$ cat config.mk
export PLATFORM = sky130hd
export DESIGN_NAME = pipe_hazard_ctrl
export DESIGN_NICKNAME = d
export VERILOG_FILES = /design/src/rtl/pipe_hazard_ctrl.sv
export SDC_FILE = /design/constraint.sdc
export NUM_CORES = 1
export LEC_CHECK = 0
export BUFFER_PORTS_ARGS = -buffer_cell sky130_fd_sc_hd__buf_2
export CAP_MARGIN = 20
export CORE_MARGIN = 1
export CORE_UTILIZATION = 24
export DETAILED_ROUTE_END_ITERATION = 7
export PLACE_DENSITY = 0.6
export SLEW_MARGIN = 20
export SYNTH_ARGS = -nofsm -noshare
export SYNTH_HDL_FRONTEND = slang
export SYNTH_SLANG_ARGS = --single-unit
$ cat constraint.sdc
create_clock -name clk -period 1.9 [get_ports clk]
set_input_delay 0.285 -clock clk [delete_from_list [all_inputs] [get_ports clk]]
set_output_delay 0.285 -clock clk [all_outputs]
set_load 0.02 [all_outputs]
$ cat src/rtl/pipe_hazard_ctrl.sv
// Hazard/stall controller: drives PC, IF/ID and ID/EX enables and the ID/EX WB-control field.
// Optional statistics counters are enabled with PIPE_HAZARD_STATS_EN.
module pipe_hazard_ctrl #(
    parameter int REG_AW    = 5,
    parameter int LOAD_LAT  = 1,
    parameter int FLUSH_CYC = 1,
    parameter int CNT_W     = 16
) (
    input  logic              clk,
    input  logic              reset,
    input  logic [REG_AW-1:0] id_rs1,
    input  logic [REG_AW-1:0] id_rs2,
    input  logic [REG_AW-1:0] ex_rd,
    input  logic              ex_memread,
    input  logic [1:0]        id_wb_ctrl,
    input  logic              branch_taken,
    input  logic              mem_busy,
    output logic              pc_en,
    output logic              ifid_en,
    output logic              ifid_flush,
    output logic              idex_en,
    output logic [1:0]        wb_ctrl_out,
    output logic [1:0]        state_out
`ifdef PIPE_HAZARD_STATS_EN
    ,
    output logic [CNT_W-1:0]  stall_count,
    output logic [CNT_W-1:0]  flush_count
`endif
);

    typedef enum logic [1:0] {
        RUN      = 2'd0,
        LU_STALL = 2'd1,
        MEM_WAIT = 2'd2,
        FLUSH    = 2'd3
    } state_e;

    typedef enum logic [1:0] {
        OC_NORMAL,
        OC_FREEZE,
        OC_BUB_LU,
        OC_BUB_BR
    } oclass_e;

    localparam logic [3:0] LU_INIT = 4'(LOAD_LAT - 1);
    localparam logic [3:0] BR_INIT = 4'(FLUSH_CYC - 1);

    state_e     state_q, state_d;
    state_e     ret_q, ret_d;
    logic [3:0] cnt_q, cnt_d;
    oclass_e    oc;
    logic       haz;

    assign haz = ex_memread && (ex_rd != '0) && ((ex_rd == id_rs1) || (ex_rd == id_rs2));

    always_ff @(posedge clk) begin
        state_q <= state_d;
        ret_q   <= ret_d;
        cnt_q   <= cnt_d;
    end

    always_comb begin
        state_d = state_q;
        ret_d   = ret_q;
        cnt_d   = cnt_q;
        oc      = OC_FREEZE;
        case (state_q)
            RUN: begin
                if (mem_busy) begin
                    state_d = MEM_WAIT;
                    ret_d   = RUN;
                end else if (branch_taken) begin
                    oc = OC_BUB_BR;
                    if (FLUSH_CYC > 1) begin
                        state_d = FLUSH;
                        cnt_d   = BR_INIT;
                    end
                end else if (haz) begin
                    oc = OC_BUB_LU;
                    if (LOAD_LAT > 1) begin
                        state_d = LU_STALL;
                        cnt_d   = LU_INIT;
                    end
                end else begin
                    oc = OC_NORMAL;
                end
            end
            LU_STALL, FLUSH: begin
                // Counter holds across a memory stall and resumes on return.
                if (mem_busy) begin
                    state_d = MEM_WAIT;
                    ret_d   = state_q;
                end else begin
                    oc    = (state_q == LU_STALL) ? OC_BUB_LU : OC_BUB_BR;
                    cnt_d = cnt_q - 4'd1;
                    if (cnt_q <= 4'd1) state_d = RUN;
                end
            end
            default: begin
                // The release cycle is still a freeze so the memory result can land.
                if (!mem_busy) state_d = ret_q;
            end
        endcase
        if (reset) begin
            state_d = RUN;
            ret_d   = RUN;
            cnt_d   = 4'd0;
        end
    end

    always_comb begin
        pc_en       = 1'b0;
        ifid_en     = 1'b0;
        ifid_flush  = 1'b0;
        idex_en     = 1'b0;
        wb_ctrl_out = 2'b00;
        state_out   = reset ? RUN : state_q;
        if (!reset) begin
            case (oc)
                OC_NORMAL: begin
                    pc_en       = 1'b1;
                    ifid_en     = 1'b1;
                    idex_en     = 1'b1;
                    wb_ctrl_out = id_wb_ctrl;
                end
                OC_BUB_LU: idex_en = 1'b1;
                OC_BUB_BR: begin
                    pc_en      = 1'b1;
                    ifid_en    = 1'b1;
                    ifid_flush = 1'b1;
                    idex_en    = 1'b1;
                end
                default: ;
            endcase
        end
    end

`ifdef PIPE_HAZARD_STATS_EN
    logic [CNT_W-1:0] stall_count_q, stall_count_d;
    logic [CNT_W-1:0] flush_count_q, flush_count_d;

    always_comb begin
        stall_count_d = stall_count_q;
        flush_count_d = flush_count_q;
        if (reset) begin
            stall_count_d = '0;
            flush_count_d = '0;
        end else begin
            if ((oc == OC_FREEZE || oc == OC_BUB_LU) && stall_count_q != '1)
                stall_count_d = stall_count_q + 1'b1;
            if (oc == OC_BUB_BR && flush_count_q != '1)
                flush_count_d = flush_count_q + 1'b1;
        end
    end

    always_ff @(posedge clk) begin
        stall_count_q <= stall_count_d;
        flush_count_q <= flush_count_d;
    end

    assign stall_count = stall_count_q;
    assign flush_count = flush_count_q;
`endif

endmodule

==> impl_metrics.csv <==
group,metric,value,unit
timing,finalHoldWorstSlack,0.3656,ns
timing,maxSlewHeadroom,0.8008,
global_routing,grt.overflow.total,0,
global_routing,grt_max_degree,16,
timing,final.setup.worst_slack,-0.2590,ns
synthesis,avgSynthCellArea,8.082,um^2
finish,drive_above_1_share,0.4128,
clocking,clk_latency,0.25,ns
synthesis,synthXorXnorAreaFrac,0.1904,
critical_path,r2r_slack,0.58,ns
clocking,path_clk_slew,0.05,ns
synthesis,synthTopCellsByArea,"dfxtp_1, xnor2_1, ha_1",
timing,fin_crit,2.159,ns
detailed_routing,routed_wl,1359,um
timing,tns,-1.351,ns
synthesis,synth_area_leader_cell,"dfxtp_1",
synthesis,synthFlopType,"dfxtp_1",
detailed_routing,drt_iter0_drc,7,
critical_path,arrival,1.87,ns
finish,area_growth,48.54,%
synthesis,synth_cell_types,27,
finish,layout_common_cells,"buf_2, nor2_1, xnor2_1, buf_4, dfxtp_1",
floorplanning,coreArea,2276,um^2
critical_path,cp.required,1.62,ns
critical_path,slowest_stage,"or3_1",
timing,setup_viol,6,
detailed_routing,vias,612,
critical_path,slowest_delay,0.35,ns
critical_path,cp-start-kind,"primary input",
synthesis,ys_seq_elements,8,
timing,fin_skew,0.003570,ns
power_and_ir_drop,pwr-share-seq,0.414,
critical_path,critPathTopFamily,"compound AO/OA/AOI/OAI gates",
finish,final_nets,138,
synthesis,yosysWarningCount,0,
global_routing,antenna_found_initial,0,
power_and_ir_drop,power,0.4116,mW
finish,antenna_cells,0,
clocking,cts_hold_buf,0,
global_routing,grt_util_all_layers,0.1089,
floorplanning,die_h,51.92,um
synthesis,muxShareOfSynthArea,0,
critical_path,crit_buf_inv,2,
power_and_ir_drop,power_frac_comb,0.286,
finish,final_common_cell,"buf_2",
power_and_ir_drop,powerDensity,463.4,nW/um^2
clocking,clk_path_buf_depth,2,
detailed_routing,ant_nets,0,
synthesis,synth_top_area_share,0.2678,
timing,timing.fmax,463.2,MHz
synthesis,yosysSeqAreaShare,0.2678,
clocking,cts_buffers,3,
critical_path,critPathKind,"primary input to primary output",
critical_path,crit_chain,"buf_6 > or3_1 > o311a_1 > a221oi_2 > ha_1 > nor2_4 > buf_4",
synthesis,synth_compound_area_frac,0.1506,
synthesis,syn-num-nets,101,
detailed_routing,firstDrtPassIters,3,
floorplanning,row_count,17,
timing,grt_setup_unrepaired,"true",
worst_hold_path,hold_class,"primary input to register",
finish,final_core_util,0.3903,
global_routing,first_global_vias,583,
synthesis,syn_area,598.1,um^2
critical_path,endpoint_kind,"primary output",
outcome,failed_checks,"setup timing",
clocking,htreeDepth,1,
power_and_ir_drop,swShare,0.2613,
timing,period_share,1.136,
place,place_ws,-0.2999,ns
place,post-place-cells,133,
power_and_ir_drop,internal-power,0.3041,mW
place,place.gp.congestion,0.6833,
place,place_area,815.8,um^2
timing,slew_viol_final,0,
run,maxCapViolations,0,
synthesis,synth_edf_count,0,
finish,finalInstanceArea,888.4,um^2
synthesis,synth_simple_gate_area_share,0.2280,
synthesis,synthAdderAreaFrac,0.1046,
clocking,tritoncts,"done",
power_and_ir_drop,power.leakage,0.3878,nW
clocking,root_buffer,"clkbuf_4",
place,numPortBuffers,29,
detailed_routing,wl_per_cell,9.920,um
floorplanning,pin_count,30,
critical_path,crit_fanout,2,
floorplanning,die_x,51.92,um
power_and_ir_drop,clkPwrFrac,0.300,
floorplanning,die_area,2696,um^2
synthesis,syn_inst,74,
floorplanning,start_util,0.2628,
power_and_ir_drop,power.switching,0.1076,mW
synthesis,async_flop_share,0,
finish,fillers,251,
outcome,status,"finished with violations",
detailed_routing,vias_per_cell,4.467,
detailed_routing,drc_errors,0,
clocking,clock-sinks,8,
timing,tightest_slew,0.2988,ns
global_routing,grt_pass1_wl,2201,um
finish,fin_cells,137,
place,place_hpwl,1120,um
synthesis,synth_top_family_by_area,"simple AND/OR/NAND/NOR gates",
power_and_ir_drop,ir_drop,0.3157,mV
timing,hold_viol_final,0,
## registers in the layout, indices dropped and copies added (netlist names)
name and flops:
cnt_q 4, ret_q 2, state_q 2
## tightest hold or removal path, stage by stage
cell and delay (ns):
buf_2 0.13, inv_1 0.07, a21oi_1 0.06
## worst paths after layout
kind,from,to,depth (start not counted)
hold / removal,mem_busy,state_q[1],3
setup reg to reg,state_q[0],state_q[1],5
hold reg to reg,ret_q[1],ret_q[1],2
setup / recovery,ex_rd[0],ifid_en,7
## power by group through the flow
stage | logic, mW | registers (mW) | clock network (mW)
5_1_grt | 0.129 | 0.170 | 0.139
3_5_place_dp | 0.108 | 0.174 | 0
3_3_place_gp | 0.104 | 0.174 | 0
6_report | 0.118 | 0.170 | 0.123
4_1_cts | 0.118 | 0.170 | 0.130
2_1_floorplan | 0.0616 | 0.173 | 0
## repair_timing
item                                    in CTS  in global routing
buffers inserted                             1                  0
gates resized for setup                     10                  0
pin swaps                                    4                  4
cloned                                       0                  0
endpoints found under the setup margin       6                  6
## cell usage after synthesis, types with 2 or more instances
master,count
ha_1,5
xnor2_1,11
nand3_1,2
nor2b_1,4
nand2_1,4
inv_1,5
nor2_1,12
and3b_1,2
a21oi_1,2
dfxtp_1,8
nand2b_1,2
xor2_1,2
## per-layer routing
layer	GRT usage	part of all wire	vias up
li1	-	-	319
met1	0.1246	0.42	280
met2	0.1752	0.53	13
met3	0.04678	0.057	0
met4	0.04505	0	0
met5	0	0	-
## logic make-up after synthesis
family,count (synthesis)
AO/OA/AOI/OAI,12
flip-flops,8
AND/OR/NAND/NOR,28
XOR/XNOR,13
adder cells (fa/ha/maj),5
buffers and inverters,8
## cell type report
class                           count  area [um^2]  area share
Sequential cell                     8        160.2      0.1803
Clock buffer                        3        22.52     0.02535
Inverter                            5        18.77     0.02113
Timing Repair Buffer               35        210.2      0.2366
Tap cell                           28        35.03     0.03944
Multi-Input combinational cell     58        441.7      0.4972
(Power assumes the default switching activity.)
